--- src/rtl/matmul_mem_initiator_if.sv ---
// ---------------------------------------------------------------------------
// matmul_mem_initiator_if
//   Single-port data memory bus between the matrix-multiply initiator and
//   the memory.
//   address     word address driven by the initiator
//   write_data  store data, valid while mem_write=1
//   mem_read    read strobe
//   mem_write   write strobe (memory commits on the low clock phase)
//   read_data   load data returned by the memory
// Modports: master = initiator side, slave = memory side.
// ---------------------------------------------------------------------------
interface matmul_mem_initiator_if;
    logic [31:0] address;
    logic [31:0] write_data;
    logic [31:0] read_data;
    logic        mem_read;
    logic        mem_write;

    modport master (
        output address,
        output write_data,
        output mem_read,
        output mem_write,
        input  read_data
    );

    modport slave (
        input  address,
        input  write_data,
        input  mem_read,
        input  mem_write,
        output read_data
    );
endinterface

--- src/rtl/matmul_mem_initiator.sv ---
// ---------------------------------------------------------------------------
// matmul_mem_initiator
//   Bus initiator that reads two NxN row-major matrices A and B from the
//   single-port data memory, computes C = A*B with a 64-bit signed
//   accumulator and writes C back to memory in row-major order.
//
// Ports
//   clock     single clock, all state updates on posedge
//   reset     synchronous, active-high; aborts any run immediately
//   start     requests one multiply, sampled only in IDLE
//   busy      high from the cycle after start is accepted through DONE
//   done      one-cycle pulse after the last C word has been written
//   bus       memory bus (master modport): address, write_data,
//             mem_read, mem_write out; read_data in
//
// Build option
//   MATMUL_SAT_EN  when defined, each C word is the accumulator clamped to
//                  the signed 32-bit range; otherwise the low 32 bits are
//                  written (wrap-around). Timing is the same either way.
// ---------------------------------------------------------------------------
module matmul_mem_initiator #(
    parameter int N        = 3,
    parameter int A_BASE   = 0,
    parameter int B_BASE   = 9,
    parameter int C_BASE   = 18,
    parameter int READ_LAT = 2
) (
    input  logic clock,
    input  logic reset,
    input  logic start,
    output logic busy,
    output logic done,
    matmul_mem_initiator_if.master bus
);

    localparam int IDX_W = (N > 1) ? $clog2(N) : 1;
    localparam int WC_W  = (READ_LAT > 2) ? $clog2(READ_LAT) : 1;

    localparam logic [IDX_W-1:0] IDX_LAST = IDX_W'(N - 1);
    localparam logic [WC_W-1:0]  WC_INIT  = WC_W'(READ_LAT - 2);
    localparam logic [31:0]      N32      = 32'(N);
    localparam logic [31:0]      A_B32    = 32'(A_BASE);
    localparam logic [31:0]      B_B32    = 32'(B_BASE);
    localparam logic [31:0]      C_B32    = 32'(C_BASE);

    typedef enum logic [2:0] {
        IDLE,
        RD_A,
        WAIT_A,
        RD_B,
        WAIT_B,
        MAC,
        WR_C,
        DONE
    } state_t;

    state_t              state;
    logic [IDX_W-1:0]    i;
    logic [IDX_W-1:0]    j;
    logic [IDX_W-1:0]    k;
    logic [WC_W-1:0]     wcnt;
    logic signed [31:0]  a_reg;
    logic signed [31:0]  b_reg;
    logic signed [63:0]  acc;
    logic signed [63:0]  a_ext;
    logic signed [63:0]  b_ext;
    logic signed [63:0]  prod;
    logic signed [63:0]  acc_next;

    // Row-major word address: base + row*N + col, 32-bit unsigned wrap.
    function automatic logic [31:0] addr_of(input logic [31:0]      base,
                                            input logic [IDX_W-1:0] row,
                                            input logic [IDX_W-1:0] col);
        return base + 32'(row) * N32 + 32'(col);
    endfunction

    // Reduce the 64-bit accumulator to the 32-bit C word.
    function automatic logic [31:0] fmt_c(input logic signed [63:0] v);
`ifdef MATMUL_SAT_EN
        logic signed [63:0] sat_max;
        logic signed [63:0] sat_min;
        sat_max = 64'sh0000_0000_7FFF_FFFF;
        sat_min = -64'sh0000_0000_8000_0000;
        if (v > sat_max)
            return 32'h7FFF_FFFF;
        else if (v < sat_min)
            return 32'h8000_0000;
        else
            return 32'(v);
`else
        return 32'(v);
`endif
    endfunction

    // Full 32x32 signed product, sign-extended operands keep the multiply exact.
    assign a_ext    = {{32{a_reg[31]}}, a_reg};
    assign b_ext    = {{32{b_reg[31]}}, b_reg};
    assign prod     = a_ext * b_ext;
    assign acc_next = acc + prod;

    always_ff @(posedge clock) begin
        if (reset) begin
            state          <= IDLE;
            busy           <= 1'b0;
            done           <= 1'b0;
            bus.mem_read   <= 1'b0;
            bus.mem_write  <= 1'b0;
            bus.address    <= 32'd0;
            bus.write_data <= 32'd0;
            acc            <= 64'sd0;
            i              <= '0;
            j              <= '0;
            k              <= '0;
            wcnt           <= '0;
        end else begin
            case (state)
                IDLE: begin
                    done <= 1'b0;
                    if (start) begin
                        busy         <= 1'b1;
                        i            <= '0;
                        j            <= '0;
                        k            <= '0;
                        acc          <= 64'sd0;
                        bus.address  <= addr_of(A_B32, '0, '0);
                        bus.mem_read <= 1'b1;
                        state        <= RD_A;
                    end
                end

                // Read issue cycles: address/mem_read were set on entry and
                // are simply held through the wait cycles that follow.
                RD_A: begin
                    wcnt  <= WC_INIT;
                    state <= WAIT_A;
                end

                WAIT_A: begin
                    if (wcnt == '0) begin
                        a_reg       <= bus.read_data;
                        bus.address <= addr_of(B_B32, k, j);
                        state       <= RD_B;
                    end else begin
                        wcnt <= wcnt - 1'b1;
                    end
                end

                RD_B: begin
                    wcnt  <= WC_INIT;
                    state <= WAIT_B;
                end

                WAIT_B: begin
                    if (wcnt == '0) begin
                        b_reg        <= bus.read_data;
                        bus.mem_read <= 1'b0;
                        state        <= MAC;
                    end else begin
                        wcnt <= wcnt - 1'b1;
                    end
                end

                // On the last k the result is formatted from acc_next so the
                // registered write_data is already valid during WR_C.
                MAC: begin
                    acc <= acc_next;
                    if (k != IDX_LAST) begin
                        k            <= k + 1'b1;
                        bus.address  <= addr_of(A_B32, i, k + 1'b1);
                        bus.mem_read <= 1'b1;
                        state        <= RD_A;
                    end else begin
                        bus.address    <= addr_of(C_B32, i, j);
                        bus.write_data <= fmt_c(acc_next);
                        bus.mem_write  <= 1'b1;
                        state          <= WR_C;
                    end
                end

                WR_C: begin
                    bus.mem_write <= 1'b0;
                    acc           <= 64'sd0;
                    k             <= '0;
                    if (j == IDX_LAST) begin
                        j <= '0;
                        if (i == IDX_LAST) begin
                            done  <= 1'b1;
                            state <= DONE;
                        end else begin
                            i            <= i + 1'b1;
                            bus.address  <= addr_of(A_B32, i + 1'b1, '0);
                            bus.mem_read <= 1'b1;
                            state        <= RD_A;
                        end
                    end else begin
                        j            <= j + 1'b1;
                        bus.address  <= addr_of(A_B32, i, '0);
                        bus.mem_read <= 1'b1;
                        state        <= RD_A;
                    end
                end

                DONE: begin
                    done  <= 1'b0;
                    busy  <= 1'b0;
                    state <= IDLE;
                end

                default: state <= IDLE;
            endcase
        end
    end

endmodule

--- src/flat_wrapper.sv ---
// flat-port wrapper written by rule: the top's interface ports become plain ports
module matmul_mem_initiator_flat 
#(
    parameter int N        = 3,
    parameter int A_BASE   = 0,
    parameter int B_BASE   = 9,
    parameter int C_BASE   = 18,
    parameter int READ_LAT = 2
)
  (clock, reset, start, busy, done, bus_address, bus_write_data, bus_mem_read, bus_mem_write, bus_read_data);
  matmul_mem_initiator_if bus_i ();
  input  logic clock;
  input  logic reset;
  input  logic start;
  output logic busy;
  output logic done;
  output wire logic [$bits(bus_i.address)-1:0] bus_address;
  output wire logic [$bits(bus_i.write_data)-1:0] bus_write_data;
  output wire logic [$bits(bus_i.mem_read)-1:0] bus_mem_read;
  output wire logic [$bits(bus_i.mem_write)-1:0] bus_mem_write;
  input wire logic [$bits(bus_i.read_data)-1:0] bus_read_data;
  assign bus_address = bus_i.address;
  assign bus_write_data = bus_i.write_data;
  assign bus_mem_read = bus_i.mem_read;
  assign bus_mem_write = bus_i.mem_write;
  assign bus_i.read_data = bus_read_data;
  matmul_mem_initiator #(.N(N), .A_BASE(A_BASE), .B_BASE(B_BASE), .C_BASE(C_BASE), .READ_LAT(READ_LAT)) u_core (.clock(clock), .reset(reset), .start(start), .busy(busy), .done(done), .bus(bus_i));
endmodule
--- config.mk ---
export PLATFORM = sky130hd
export DESIGN_NAME = matmul_mem_initiator_flat
export DESIGN_NICKNAME = d
export VERILOG_FILES = /design/src/rtl/matmul_mem_initiator_if.sv /design/src/rtl/matmul_mem_initiator.sv /design/src/flat_wrapper.sv
export SDC_FILE = /design/constraint.sdc
export NUM_CORES = 1
export LEC_CHECK = 0
export BUFFER_PORTS_ARGS = -buffer_cell sky130_fd_sc_hd__buf_2
export CAP_MARGIN = 20
export CORE_MARGIN = 5
export CORE_UTILIZATION = 55
export DETAILED_ROUTE_END_ITERATION = 7
export PLACE_DENSITY_LB_ADDON = 0.12
export SLEW_MARGIN = 20
export SYNTH_ARGS = -nofsm -noshare
export SYNTH_HDL_FRONTEND = slang
export SYNTH_SLANG_ARGS = --single-unit
--- constraint.sdc ---
create_clock -name clock -period 18.8 [get_ports clock]
set_input_delay 1.88 -clock clock [delete_from_list [all_inputs] [get_ports clock]]
set_output_delay 1.88 -clock clock [all_outputs]
set_load 0.005 [all_outputs]
## Word level (Yosys, flattened, before mapping)

Index checks and enable logic that the tools add are counted.
W data, S select, Z words.

- Flip-flop bits (word level): 206
- Bits of input ports: 35
- Output and inout port bits: 68
- Word-level logic and storage cells: 112

- Add/sub/neg operators: 10
- Multipliers: 4
- Equal/unequal tests: 19
- Mux-type cells: 37
- Bitwise operators: 3
- Reductions and logical operators: 25

Operators by type and width:

| kind | count |
|---|---|
| $pmux W64 S3 | 1 |
| $mux W32 | 5 |
| $pmux W32 S4 | 1 |
| $add A32 B2 Y32 | 2 |
| $add A64 B64 Y64 | 1 |
| $mul A32 B32 Y64 | 1 |
| $mux W64 | 1 |
| $pmux W3 S8 | 1 |
| $mux W3 | 6 |
| $reduce_and A3 Y1 | 5 |
| $eq A3 B3 Y1 const B | 4 |
| $mul A2 B2 Y4 const B | 3 |
| $ne A2 B2 Y1 const B | 6 |
| $mux W2 | 5 |
| $reduce_and A2 Y1 | 5 |
| $reduce_bool A2 Y1 | 5 |
| $mux W1 | 9 |
| $pmux W1 S2 | 4 |
| $pmux W2 S2 | 2 |
| $reduce_and A4 Y1 | 2 |
| $reduce_bool A4 Y1 | 2 |
| $add A2 B1 Y2 const B | 3 |
| $add A5 B4 Y6 const A | 1 |
| $eq A3 B2 Y1 const B | 2 |
| 14 further kinds | 21 |

## Logic depth before layout (Yosys ltp)

- Word-level depth: 5
- Gate-level depth with buffers: 27
- Mapped depth without buffers: 25

## Worst setup path before layout

Ideal clock, no wire load.

- Kind: flip-flop to flip-flop
- From: reg u_core.a_reg[13]
- To: reg u_core.acc[31]
- Setup time: 0.128 ns
- Arrival time: 6.707 ns
- Required time: 18.672 ns
- Slack: 11.965 ns
- Stages on the path, launching flop included: 27
- Path buffers: 2
- Period minus slack after synthesis: 6.835 ns
- Cell sequence: edfxtp_1 clkbuf_1 clkbuf_1 and2_1 fa_1 inv_1 fa_1 fa_1 inv_1 fa_1 inv_1 fa_1 inv_1 fa_1 fa_1 inv_1 fa_1 inv_1 ha_1 and3_1 and3_1 o211ai_1 a21oi_1 o31ai_1 xnor2_1 a22oi_1 nor2_1

- Word-level cells in the longest chain between the ends: 3

Ends and longest elaborated chain:

| item | line | text |
|---|---|---|
| start, declared | matmul_mem_initiator.sv:62 | `logic signed [31:0] a_reg;` |
| start signal, assigned | matmul_mem_initiator.sv:140 | `a_reg <= bus.read_data;` |
| $mul A32 B32 Y64 | matmul_mem_initiator.sv:98 | `assign prod = a_ext * b_ext;` |
| $add A64 B64 Y64 | matmul_mem_initiator.sv:99 | `assign acc_next = acc + prod;` |
| $pmux W64 S3 | matmul_mem_initiator.sv:116 | `case (state)` |
| end signal, assigned | matmul_mem_initiator.sv:166 | `acc <= acc_next;` |
| end, declared | matmul_mem_initiator.sv:64 | `logic signed [63:0] acc;` |

No other way between the ends.
A chain may end at the register's enable or synchronous reset.

## Worst setup path in the final report

- From: reg u_core.a_reg[9]
- To: reg u_core.acc[31]

Same word-level chain as after synthesis.

==> results.sh <==
export IMPL_outcome="completed"
export IMPL_critPathMaxStageDelay_ns=0.80
export IMPL_postRouteAntennaNets=0
export IMPL_cts_resized=0
export IMPL_maxCapViolCount=0
export IMPL_worst_setup_path_start_kind="register"
export IMPL_final_setup_tns_ns=0
export IMPL_hold_path_class="reg2reg"
export IMPL_layout_commonest_cell="inv_1"
export IMPL_cts_buffer_depth=2
export IMPL_cts_root_buf="clkbuf_16"
export IMPL_crit_path_start="u_core.a_reg[9]"
export IMPL_peakVddDrop_v=0.000239
export IMPL_fmax_mhz=126
export IMPL_worstSetupEndpoint="u_core.acc[31]"
export IMPL_clk_pin_slew_ns=0.07
export IMPL_critical_path_depth=25
export IMPL_period_needed_ns=7.96
export IMPL_synth_edff_count=64
export IMPL_ys_seq_area_frac=0.157
export IMPL_ys_seq_elements=148
export IMPL_dr_pass1_iters=7
export IMPL_skew_ns=0.0211
export IMPL_reg2reg_to="u_core.acc[31]"
export IMPL_slowest_stage="edfxtp_1"
export IMPL_post_cts_buffers=0
export IMPL_synth_cells=2465
export IMPL_drive_above_1_share=0.0565
export IMPL_cts_tree="built"
export IMPL_leakage_nw=11.7
export IMPL_wirelength_um=58800
export IMPL_syn2layout_area_growth_pct=5.54
export IMPL_layout_nets=3106
export IMPL_ff2ff_setup_slack_ns=10.84
export IMPL_io_pin_count=103
export IMPL_cp_end_kind="register"
export IMPL_vias=16100
export IMPL_gp_congestion=0.904
export IMPL_slew_violations=0
export IMPL_route_detailed_drc=0
export IMPL_clk_latency_ns=0.49
export IMPL_fin_crit_sh=0.423
export IMPL_cts_sinks=148
export IMPL_rows=74
export IMPL_worstPathArrival_ns=8.29
export IMPL_post_drt_wl_per_cell_um=19.5
export IMPL_timing_slew_headroom=0.290
export IMPL_initial_core_util=0.558
export IMPL_tightest_slew_ns=1.07
export IMPL_mostFrequentLayoutCells="547 x inv_1, 442 x fa_1, 322 x nand2_1, 289 x and2_1, 164 x ha_1"
export IMPL_grt_usage=0.266
export IMPL_holdBufCountCts=0
export IMPL_powerDensity_mw_per_mm2=143
export IMPL_grt_pass1_vias=17500
export IMPL_ff2ff_path_depth=25
export IMPL_yosysUniqueCellTypes=57
export IMPL_cts_buffers=17
export IMPL_place_area_mm2=0.0236
export IMPL_reg2reg_from="u_core.a_reg[9]"
export IMPL_nFillCells=3633
export IMPL_cp_max_fo=12
export IMPL_worst_path_most_repeated_cell="fa_1"
export IMPL_cp_required_ns=19.13
export IMPL_antenna_found_initial=2
export IMPL_grt_overflow=0
export IMPL_rsz0062_at_grt="no"
export IMPL_cp_top_family="adder cells"
export IMPL_netlist_area_mm2=0.0229
export IMPL_vias_per_cell=5.36
export IMPL_die_w_um=214
export IMPL_htreeDepth=4
export IMPL_grt_max_degree=93
export IMPL_final_setup_viol_count=0
export IMPL_path_buf_inv=7
export IMPL_design_area_mm2=0.0242
export IMPL_hold_viol=0
export IMPL_port_buffers=77
export IMPL_ys_warn_count=0
export IMPL_synth_top_flop_cell="dfxtp_1"
export IMPL_die_h_um=214
export IMPL_path_class="reg2reg"
export IMPL_postSynthAreaPerCell_um2=9.29
export IMPL_first_iter_violations=914
export IMPL_die_area_mm2=0.0458
export IMPL_grt_pass1_wl_um=95500
export IMPL_fp_coreArea_mm2=0.0410
export IMPL_dp_hpwl_um=45400
export IMPL_async_flop_share=0
-- how the worst min path moves through the flow --
stage	slack [ns]	end	cells past startpoint	startpoint
CTS	0.45	u_core.bus.address[1]	2	u_core.bus.address[1]
finish	0.45	u_core.bus.address[1]	2	u_core.bus.address[1]
floorplan	0.43	u_core.acc[28]	2	u_core.acc[28]
global route	0.46	u_core.bus.write_data[11]	2	u_core.bus.write_data[11]
global placement	0.44	u_core.bus.address[1]	2	u_core.bus.address[1]
detailed placement	0.44	u_core.bus.address[1]	2	u_core.bus.address[1]
-- layout make-up --
| cell class | instances | area [um2] | area share |
|---|---|---|---|
| multi-input cells | 1649 | 16700 | 0.691 |
| well taps | 532 | 666 | 0.0275 |
| flip-flops and latches | 148 | 3600 | 0.149 |
| diodes | 1 | 2.50 | 0.000104 |
| repair buffers | 102 | 581 | 0.0240 |
| clock inverters | 14 | 126 | 0.00523 |
| inverters | 547 | 2050 | 0.0849 |
| clock buffers | 18 | 439 | 0.0182 |
-- through the flow --
step           utilization  worst slack, ns  hold WS (ns)  std cells  power [mW]
2_1_floorplan            -            11.97         0.432       2489        2.36
3_3_place_gp         0.575            10.87         0.438       2977        3.05
3_5_place_dp         0.575            10.70         0.444       2977        3.10
4_1_cts              0.589            10.66         0.451       3009        3.47
5_1_grt              0.589            10.64         0.464       3010        3.83
6_report             0.589            10.84         0.447       3011        3.47
-- power by group --
part           total (mW)  switching, mW  internal (mW)
sequential          0.355         0.0131          0.342
clock               0.342          0.156          0.186
combinational        2.77           1.69           1.08
total                3.47           1.86           1.61
-- cells in the mapped netlist, types with 7 or more instances --
cell type  instances  share of area
a21o_1            14         0.0046
a21oi_1           70          0.015
clkbuf_1         110          0.018
nor3_1            13         0.0028
nand3_1           10         0.0022
fa_1             442           0.39
dfxtp_1           84          0.073
nor2b_1            7         0.0019
xnor2_1           73          0.028
o21ai_0           15         0.0033
ha_1             164          0.090
buf_2              8         0.0017
nor2_1            75          0.012
o21a_1             7         0.0023
buf_4             25         0.0082
a22oi_1           27         0.0089
xor2_1            19         0.0073
nand2_1          322          0.053
edfxtp_1          64          0.084
inv_1            547          0.090
and2_1           289          0.079
-- metal layers --
layer  global-route usage  up-vias  wire length (um)
met5                    0        -                13
met4               0.0812        2              1600
met3               0.0542       82              3620
met2                0.430      480             28200
met1                0.366     8315             25400
li1                     -     7252                 -
-- tightest hold or removal path, stage by stage (launching register included) --
cell and delay, ns:
dfxtp_1 0.31, nand2_1 0.05, a21oi_1 0.05
-- cells by family (layout without fill, tap and decap cells) --
kind of cell | Yosys count | count (layout) | synth area share
compound gates | 175 | 175 | 0.0500
xor+xnor | 94 | 94 | 0.0372
fa+ha+maj | 606 | 606 | 0.476
buf+inv | 692 | 681 | 0.118
flops | 148 | 148 | 0.157
mux | 2 | 2 | 0.000874
other cells | 1 | 26 | 0.000164
simple gates | 747 | 747 | 0.160
(Power assumes the default switching activity.)
